===== src/rtl/svo_tmds_sched_pkg.sv =====
// ---------------------------------------------------------------------------
// svo_tmds_sched_pkg
//   Shared types and constants for the TMDS period scheduler.
//   - period_e    : which TMDS period the current pixel clock belongs to
//   - pix_state_e : pixel-stream alignment state
//   - PREAMBLE_LEN / GUARD_LEN : lengths (in pixel clocks) of the HDMI
//     video preamble and leading guard band that precede each active line
//   - PRE_VIDEO_CTL1/2 : CTL code carried during a video preamble
// ---------------------------------------------------------------------------
package svo_tmds_sched_pkg;

  typedef enum logic [1:0] {
    CTRL     = 2'd0,
    PREAMBLE = 2'd1,
    GUARD    = 2'd2,
    VIDEO    = 2'd3
  } period_e;

  typedef enum logic [1:0] {
    SYNC  = 2'd0,
    ARMED = 2'd1,
    RUN   = 2'd2
  } pix_state_e;

  localparam int PREAMBLE_LEN = 8;
  localparam int GUARD_LEN    = 2;

  localparam logic [1:0] PRE_VIDEO_CTL1 = 2'b01;
  localparam logic [1:0] PRE_VIDEO_CTL2 = 2'b00;

endpackage


===== src/rtl/svo_tmds_sched_raster.sv =====
// ---------------------------------------------------------------------------
// svo_raster_cnt
//   Horizontal/vertical raster counters and the position flags derived
//   from them. Line and frame order: active, front porch, sync, back porch.
//
//   clk_i              pixel clock
//   rst_ni             asynchronous active-low reset, counters go to (0,0)
//   h_cnt_o            0 .. H_TOTAL-1
//   v_cnt_o            0 .. V_TOTAL-1, advances when h_cnt_o wraps
//   active_o           position lies inside the active picture
//   hsync_o            raw (active-high) horizontal sync
//   vsync_o            raw (active-high) vertical sync
//   next_line_active_o the line following this one carries active video
// ---------------------------------------------------------------------------
module svo_raster_cnt #(
  parameter int H_ACTIVE = 640,
  parameter int H_FP     = 16,
  parameter int H_SYNC   = 96,
  parameter int H_BP     = 48,
  parameter int V_ACTIVE = 480,
  parameter int V_FP     = 10,
  parameter int V_SYNC   = 2,
  parameter int V_BP     = 33,
  localparam int H_TOTAL = H_ACTIVE + H_FP + H_SYNC + H_BP,
  localparam int V_TOTAL = V_ACTIVE + V_FP + V_SYNC + V_BP,
  localparam int HW      = $clog2(H_TOTAL),
  localparam int VW      = $clog2(V_TOTAL)
) (
  input  logic          clk_i,
  input  logic          rst_ni,
  output logic [HW-1:0] h_cnt_o,
  output logic [VW-1:0] v_cnt_o,
  output logic          active_o,
  output logic          hsync_o,
  output logic          vsync_o,
  output logic          next_line_active_o
);

  // Inclusive bounds so no constant ever needs to hold the value H_TOTAL.
  localparam logic [HW-1:0] H_LAST    = HW'(H_TOTAL - 1);
  localparam logic [HW-1:0] H_ACT     = HW'(H_ACTIVE);
  localparam logic [HW-1:0] HS_FIRST  = HW'(H_ACTIVE + H_FP);
  localparam logic [HW-1:0] HS_LAST   = HW'(H_ACTIVE + H_FP + H_SYNC - 1);
  localparam logic [VW-1:0] V_LAST    = VW'(V_TOTAL - 1);
  localparam logic [VW-1:0] V_ACT     = VW'(V_ACTIVE);
  localparam logic [VW-1:0] V_ACT_M1  = VW'(V_ACTIVE - 1);
  localparam logic [VW-1:0] VS_FIRST  = VW'(V_ACTIVE + V_FP);
  localparam logic [VW-1:0] VS_LAST   = VW'(V_ACTIVE + V_FP + V_SYNC - 1);

  logic [HW-1:0] h_q, h_d;
  logic [VW-1:0] v_q, v_d;

  always_comb begin
    h_d = (h_q == H_LAST) ? '0 : h_q + 1'b1;
    v_d = v_q;
    if (h_q == H_LAST) begin
      v_d = (v_q == V_LAST) ? '0 : v_q + 1'b1;
    end
  end

  always_ff @(posedge clk_i or negedge rst_ni) begin
    if (!rst_ni) begin
      h_q <= '0;
      v_q <= '0;
    end else begin
      h_q <= h_d;
      v_q <= v_d;
    end
  end

  assign h_cnt_o  = h_q;
  assign v_cnt_o  = v_q;
  assign active_o = (h_q < H_ACT) && (v_q < V_ACT);
  assign hsync_o  = (h_q >= HS_FIRST) && (h_q <= HS_LAST);
  // v_q only moves when h_q wraps to 0, so vsync edges land on h_cnt=0.
  assign vsync_o  = (v_q >= VS_FIRST) && (v_q <= VS_LAST);
  // The last blanking line precedes line 0 of the next frame.
  assign next_line_active_o = (v_q < V_ACT_M1) || (v_q == V_LAST);

endmodule


===== src/rtl/svo_tmds_sched.sv =====
// ---------------------------------------------------------------------------
// svo_tmds_sched
//   Video period scheduler feeding three TMDS encoders. Generates raster
//   timing, classifies each pixel clock as control / preamble / guard /
//   video, and aligns an upstream pixel stream to the frame using SOF.
//
//   clk, resetn            pixel clock, asynchronous active-low reset
//   s_valid/s_ready/s_sof/s_data  upstream pixel stream ({r,g,b})
//   out_de                 video data period
//   out_ctrl0              {vsync,hsync} for channel 0 (polarity applied)
//   out_ctrl1, out_ctrl2   {CTL1,CTL0}, {CTL3,CTL2}
//   out_guard              encoders emit video guard-band codes
//   out_data               pixel to encoder din, black when unavailable
//   frame_start            pulse with pixel (0,0)
//   underflow              pulse when a required pixel is missing/misaligned
//   locked                 stream is aligned (state RUN)
//   All outputs except s_ready are registered one cycle after the raster
//   position they describe.
// ---------------------------------------------------------------------------
module svo_tmds_sched
  import svo_tmds_sched_pkg::*;
#(
  parameter int H_ACTIVE  = 640,
  parameter int H_FP      = 16,
  parameter int H_SYNC    = 96,
  parameter int H_BP      = 48,
  parameter int V_ACTIVE  = 480,
  parameter int V_FP      = 10,
  parameter int V_SYNC    = 2,
  parameter int V_BP      = 33,
  parameter bit HSYNC_POL = 1'b0,
  parameter bit VSYNC_POL = 1'b0,
  parameter bit HDMI_MODE = 1'b1
) (
  input  logic        clk,
  input  logic        resetn,
  input  logic        s_valid,
  output logic        s_ready,
  input  logic        s_sof,
  input  logic [23:0] s_data,
  output logic        out_de,
  output logic [1:0]  out_ctrl0,
  output logic [1:0]  out_ctrl1,
  output logic [1:0]  out_ctrl2,
  output logic        out_guard,
  output logic [23:0] out_data,
  output logic        frame_start,
  output logic        underflow,
  output logic        locked
);

  localparam int H_TOTAL = H_ACTIVE + H_FP + H_SYNC + H_BP;
  localparam int V_TOTAL = V_ACTIVE + V_FP + V_SYNC + V_BP;
  localparam int HW      = $clog2(H_TOTAL);
  localparam int VW      = $clog2(V_TOTAL);

  localparam logic [HW-1:0] PRE_FIRST = HW'(H_TOTAL - GUARD_LEN - PREAMBLE_LEN);
  localparam logic [HW-1:0] GRD_FIRST = HW'(H_TOTAL - GUARD_LEN);

  logic [HW-1:0] h_cnt;
  logic [VW-1:0] v_cnt;
  logic          active, hsync, vsync, nla, at_origin;
  period_e       period;

  svo_raster_cnt #(
    .H_ACTIVE(H_ACTIVE), .H_FP(H_FP), .H_SYNC(H_SYNC), .H_BP(H_BP),
    .V_ACTIVE(V_ACTIVE), .V_FP(V_FP), .V_SYNC(V_SYNC), .V_BP(V_BP)
  ) u_raster (
    .clk_i              (clk),
    .rst_ni             (resetn),
    .h_cnt_o            (h_cnt),
    .v_cnt_o            (v_cnt),
    .active_o           (active),
    .hsync_o            (hsync),
    .vsync_o            (vsync),
    .next_line_active_o (nla)
  );

  assign at_origin = (h_cnt == '0) && (v_cnt == '0);

  // Preamble and guard band only ever occupy the tail of the back porch,
  // so checking active first is just a safety ordering.
  always_comb begin
    period = CTRL;
    if (active) begin
      period = VIDEO;
    end else if (HDMI_MODE && nla && (h_cnt >= GRD_FIRST)) begin
      period = GUARD;
    end else if (HDMI_MODE && nla && (h_cnt >= PRE_FIRST)) begin
      period = PREAMBLE;
    end
  end

  // Stream handshake: a word transfers on a clock edge where s_valid and
  // s_ready are both high; an offered word must be held until it transfers.
  // s_ready is combinational because the decision depends on the word at
  // the head (SOF or not) and on the current raster position.
  pix_state_e  state_q, state_d;
  logic [23:0] data_d;
  logic        uflow_d;

  always_comb begin
    s_ready = 1'b0;
    state_d = state_q;
    data_d  = 24'h0;
    uflow_d = 1'b0;
    case (state_q)
      SYNC: begin
        // Drain until an SOF word reaches the head; keep that word.
        s_ready = ~(s_valid & s_sof);
        if (s_valid && s_sof) state_d = ARMED;
      end
      ARMED: begin
        s_ready = at_origin;
        if (at_origin && s_valid) begin
          data_d  = s_data;
          state_d = RUN;
        end
      end
      RUN: begin
        if (active) begin
          // A mid-frame SOF belongs to the next frame, so leave it queued.
          s_ready = ~(s_sof & ~at_origin);
          if (!s_valid) begin
            uflow_d = 1'b1;
            state_d = SYNC;
          end else if (s_sof && !at_origin) begin
            uflow_d = 1'b1;
            state_d = SYNC;
          end else begin
            data_d = s_data;
            if (at_origin && !s_sof) begin
              uflow_d = 1'b1;
              state_d = SYNC;
            end
          end
        end
      end
      default: state_d = SYNC;
    endcase
  end

  always_ff @(posedge clk or negedge resetn) begin
    if (!resetn) begin
      state_q     <= SYNC;
      out_de      <= 1'b0;
      out_guard   <= 1'b0;
      out_ctrl0   <= {~VSYNC_POL, ~HSYNC_POL};
      out_ctrl1   <= 2'b00;
      out_ctrl2   <= 2'b00;
      out_data    <= 24'h0;
      frame_start <= 1'b0;
      underflow   <= 1'b0;
    end else begin
      state_q     <= state_d;
      out_de      <= (period == VIDEO);
      out_guard   <= (period == GUARD);
      out_ctrl0   <= {vsync ^ ~VSYNC_POL, hsync ^ ~HSYNC_POL};
      out_ctrl1   <= (period == PREAMBLE) ? PRE_VIDEO_CTL1 : 2'b00;
      out_ctrl2   <= (period == PREAMBLE) ? PRE_VIDEO_CTL2 : 2'b00;
      out_data    <= data_d;
      frame_start <= at_origin;
      underflow   <= uflow_d;
    end
  end

  assign locked = (state_q == RUN);

endmodule


===== config.mk =====
export PLATFORM = sky130hd
export DESIGN_NAME = svo_tmds_sched
export DESIGN_NICKNAME = d
export VERILOG_FILES = /design/src/rtl/svo_tmds_sched_pkg.sv /design/src/rtl/svo_tmds_sched_raster.sv /design/src/rtl/svo_tmds_sched.sv
export SDC_FILE = /design/constraint.sdc
export NUM_CORES = 1
export LEC_CHECK = 0
export ABC_AREA = 1
export BUFFER_PORTS_ARGS = -buffer_cell sky130_fd_sc_hd__buf_4
export CORE_MARGIN = 5
export CORE_UTILIZATION = 60
export CTS_BUF_LIST = sky130_fd_sc_hd__clkbuf_8
export DETAILED_ROUTE_END_ITERATION = 12
export PLACE_DENSITY = 0.86
export SYNTH_ARGS = -nofsm -noshare
export SYNTH_HDL_FRONTEND = slang
export SYNTH_SLANG_ARGS = --single-unit

===== constraint.sdc =====
create_clock -name clk -period 4.27 [get_ports clk]
set_input_delay 0.427 -clock clk [delete_from_list [all_inputs] [get_ports clk]]
set_output_delay 0.427 -clock clk [all_outputs]
set_load 0.03 [all_outputs]

==> implementation parameters <==
Parameter                              Value

Run status
  Outcome ... finished clean

Global route
  Vias in the first global route ... 2139
  Wire length of the first global-routing pass ... 9.45 mm
  Number of antenna violations at the first check in global routing ... 0
  Total global-route track usage ... 0.192
  Overall overflow remaining after global route ... 0
  Largest net degree at the start of global routing ... 54

Logic synthesis
  Number of synthesized register bits ... between 50 and 60
  Proportion of register bits with asynchronous set or reset after synthesis ... 1.00
  Synthesized netlist cell count ... 295
  Average footprint of a synthesized cell ... ~9.4 sq um
  Netlist cell types ... 32
  Primary FF master, synth ... sky130_fd_sc_hd__dfrtp_1
  Cell taking the most area after synthesis ... sky130_fd_sc_hd__dfrtp_1
  Most area-consuming cells after synthesis ... sky130_fd_sc_hd__dfrtp_1 46%, sky130_fd_sc_hd__nor2_4 8.9%, sky130_fd_sc_hd__inv_1 7.6%
  Top cells by count, synth ... 56 x sky130_fd_sc_hd__inv_1, 51 x sky130_fd_sc_hd__dfrtp_1, 36 x sky130_fd_sc_hd__nand2_1
  Sequential fraction of the synthesis area ... 0.479
  Area of the mapped netlist ... 2770 sq um
  Count leader, synth ... sky130_fd_sc_hd__inv_1
  Number of synthesized flops with an enable pin ... 0
  Total number of yosys warnings ... 0
  Fraction of post-synthesis cell area in the top cell type by area ... 0.460

Timing
  RSZ-0062 raised after global routing ... false
  Max-Slew Margin vs Limit ... 0.550
  Aggregate negative setup slack ... 0 ns
  Slew of the pin with the lowest slew margin ... a little under 0.7 ns
  Setup skew after layout ... 0.00927 ns
  Time the final worst path needs with I/O delays and setup ... 2.69 ns
  F_max ... approximately 0.37 GHz
  Total count of max-transition violations in the final report ... 0
  Crit share post-route ... 0.629
  Setup violation total in the final timing report ... 0
  Total count of hold-check failures in the final report ... 0
  Post-Route Hold Slack ... 0.128 ns

Critical path
  Maximum fanout along the worst path ... 4
  Category of the most critical setup path ... reg -> out
  Cell repeated most along the worst path ... sky130_fd_sc_hd__inv_1
  Data required time of the worst path ... 3.84 ns
  Reg2Reg Depth ... 13
  Reg-to-reg slack, setup ... 1.71 ns
  Cell at the slowest stage of the critical path ... sky130_fd_sc_hd__dfrtp_1
  Data arrival time at the worst-slack endpoint ... 2.26 ns
  Crit path cell chain ... inv_1, ha_1, nand2_1, nor2_1, nand3_1, nor3_1, inv_1, ha_1, nor2_1, nand2_2, nand2_2, o21bai_1, inv_1, buf_4
  Sort of element at the start of the critical path ... flop
  Crit. End Element ... primary output
  Slowest cell delay on critical path ... 0.42 ns

Drt
  Per-cell routed wire length ... 13.5 microns
  DRC Markers ... 0
  Length of routed met2 wiring ... 2.97 mm
  Post-detailed-routing wire length ... 5.51 mm
  Uppermost routed layer ... met4
  Overall via count from detail_route ... 2081
  Violation count after the first detailed-routing iteration ... between 100 and 150
  Detail Route met3 WL ... around 300 microns
  Number of nets with antenna violations after detailed routing ... 0
  Metal1 wirelength ... 2.09 mm
  Vias per cell ... 5.09
  TritonRoute pass-1 iters ... 4

Floorplan
  Area of the core region ... 4410 sq um
  Floorplan row count ... 24
  Die Y ... 78.0 microns
  Starting Density ... 0.628
  Die area ... between 6000 and 7000 sq um
  Die Wd ... 78.0 microns
  Boundary pin count ... 64

Final layout
  Final non-filler cell total ... 409
  Summed area of non-filler cells in the final layout ... around 3300 sq um
  Number of nets in the finished design ... 394
  Relative area change from synthesis to final layout ... 19.7%
  Proportion of layout cells with a drive suffix above 1 ... 0.325
  Diodes inserted ... 0

Clock network
  Root buf cell ... sky130_fd_sc_hd__clkbuf_8
  CTS sink cnt ... 53
  CTS tree ... yes
  Clock latency on the worst-skew pair ... 0.30 ns
  Maximum count of clock buffers along a single path ... 2
  Post-cts repair resize count ... 0
  H-tree level count ... 2
  Total clock buffers created by CTS ... 5
  Number of post-CTS setup repair buffers ... 0
  Clock slew seen by the registers of the worst setup and hold paths ... 0.10 ns
  Post-CTS Hold Buffers ... 0

Power and ir drop
  Static leakage power ... 1.80 nW
  Power per cell area ... 334 nW/um^2
  Worst IR Drop VDD ... 240 uV

Placed design
  Port-buffer cells ... 60
  HPWL Detailed ... 4.19 mm
  Final weighted congestion in routability-driven placement ... between 0.8 and 0.9
  Post-Place Cell Area ... 3200 sq um
  Cells after DPL ... 401

Flow run
  Max-Cap Viols ... 0

Worst hold path
  Worst hold path class ... in -> async
metrics by stage:
stage           util  worst slack [ns]  total power [W]
5_1_grt        0.752              1.37          0.00117
2_1_floorplan      -              2.08         0.000699
6_report       0.752              1.58          0.00111
3_5_place_dp   0.726              1.72         0.000778
3_3_place_gp   0.726              1.89         0.000769
4_1_cts        0.752              1.56          0.00112
flip-flops by register name, summed over array words and instances, names as in the netlist:
| signal | count |
|---|---|
| underflow | 1 |
| out_guard | 1 |
| out_ctrl0 | 2 |
| u_raster.v_cnt_o | 10 |
| frame_start | 1 |
| u_raster.h_cnt_o | 10 |
| out_ctrl1 | 1 |
| state_q | 2 |
| out_de | 1 |
| out_data | 24 |
layout make-up:
type / count / area, sq um
well taps: 52 / 65.1
clock inverters: 3 / 46.3
fillers: 309 / 1090
repair buffers: 60 / 450
multi-input cells: 176 / 1130
clock buffers: 5 / 68.8
inverters: 60 / 225
flip-flops and latches: 53 / 1330
placed cells by master, fill, tap and decap left out, types with 2 or more instances in the layout:
| cell type | n |
|---|---|
| sky130_fd_sc_hd__nand2_1 | 36 |
| sky130_fd_sc_hd__dfrtp_1 | 51 |
| sky130_fd_sc_hd__clkbuf_8 | 5 |
| sky130_fd_sc_hd__nor4_1 | 2 |
| sky130_fd_sc_hd__nor2_1 | 26 |
| sky130_fd_sc_hd__nor2_4 | 22 |
| sky130_fd_sc_hd__ha_1 | 10 |
| sky130_fd_sc_hd__xor2_1 | 4 |
| sky130_fd_sc_hd__nor3_1 | 8 |
| sky130_fd_sc_hd__inv_2 | 4 |
| sky130_fd_sc_hd__o21ai_1 | 2 |
| sky130_fd_sc_hd__nand4_1 | 6 |
| sky130_fd_sc_hd__dfstp_2 | 2 |
| sky130_fd_sc_hd__nor2_2 | 6 |
| sky130_fd_sc_hd__a21oi_1 | 6 |
| sky130_fd_sc_hd__o21ai_0 | 11 |
| sky130_fd_sc_hd__buf_4 | 60 |
| sky130_fd_sc_hd__nand3_1 | 15 |
| sky130_fd_sc_hd__conb_1 | 3 |
| sky130_fd_sc_hd__inv_1 | 56 |
| sky130_fd_sc_hd__nand3_2 | 7 |
| sky130_fd_sc_hd__nand2_2 | 3 |
per-layer routing:
layer | global-route usage | vias up
met1 | 0.224 | 984
met2 | 0.341 | 61
met4 | 0.0726 | 0
met5 | 0 | -
li1 | - | 1024
met3 | 0.0440 | 12
cell families (layout without fill, tap and decap cells):
| logic type | after synthesis | in the layout | share of synthesized area |
|---|---|---|---|
| AOI/OAI and AO/OA | 23 | 23 | 0.0456 |
| xor gates and xnor gates | 5 | 5 | 0.0158 |
| other | 1 | 3 | 0.00135 |
| adders and majority gates | 10 | 10 | 0.0451 |
| buffers and inverters | 68 | 128 | 0.115 |
| DFF | 53 | 53 | 0.479 |
| and+or+nand+nor | 135 | 135 | 0.299 |
path summary, 6_finish.rpt:
| kind | start | endpoint |
|---|---|---|
| max | u_raster.h_cnt_o[0]$_DFF_PN0_ | s_ready |
| min | resetn | u_raster.v_cnt_o[3]$_DFFE_PN0N_ |
| max reg2reg | u_raster.h_cnt_o[0]$_DFF_PN0_ | out_data[14]$_DFF_PN0_ |
| min reg2reg | u_raster.h_cnt_o[0]$_DFF_PN0_ | u_raster.h_cnt_o[0]$_DFF_PN0_ |
| max in group asynchronous | resetn | state_q[0]$_DFFE_PN0P_ |
| min in group clk | s_data[4] | out_data[4]$_DFF_PN0_ |
worst max-delay path, delay by kind of cell, from the launching register on:
family	cells	cell delay, ns
AOI/OAI and AO/OA	1	0.07
buffers and inverters	4	0.39
DFF	1	0.42
adders and majority gates	2	0.39
and+or+nand+nor	7	0.71
report_power, final:
group / total (W) / leakage (nW) / switching (W) / internal [W]
clock network: 0.000342 / 0.0543 / 0.000167 / 0.000176
registers: 0.000534 / 0.710 / 0.0000122 / 0.000522
logic: 0.000232 / 1.03 / 0.000149 / 0.0000830
Power figures use the tool's default switching activity.
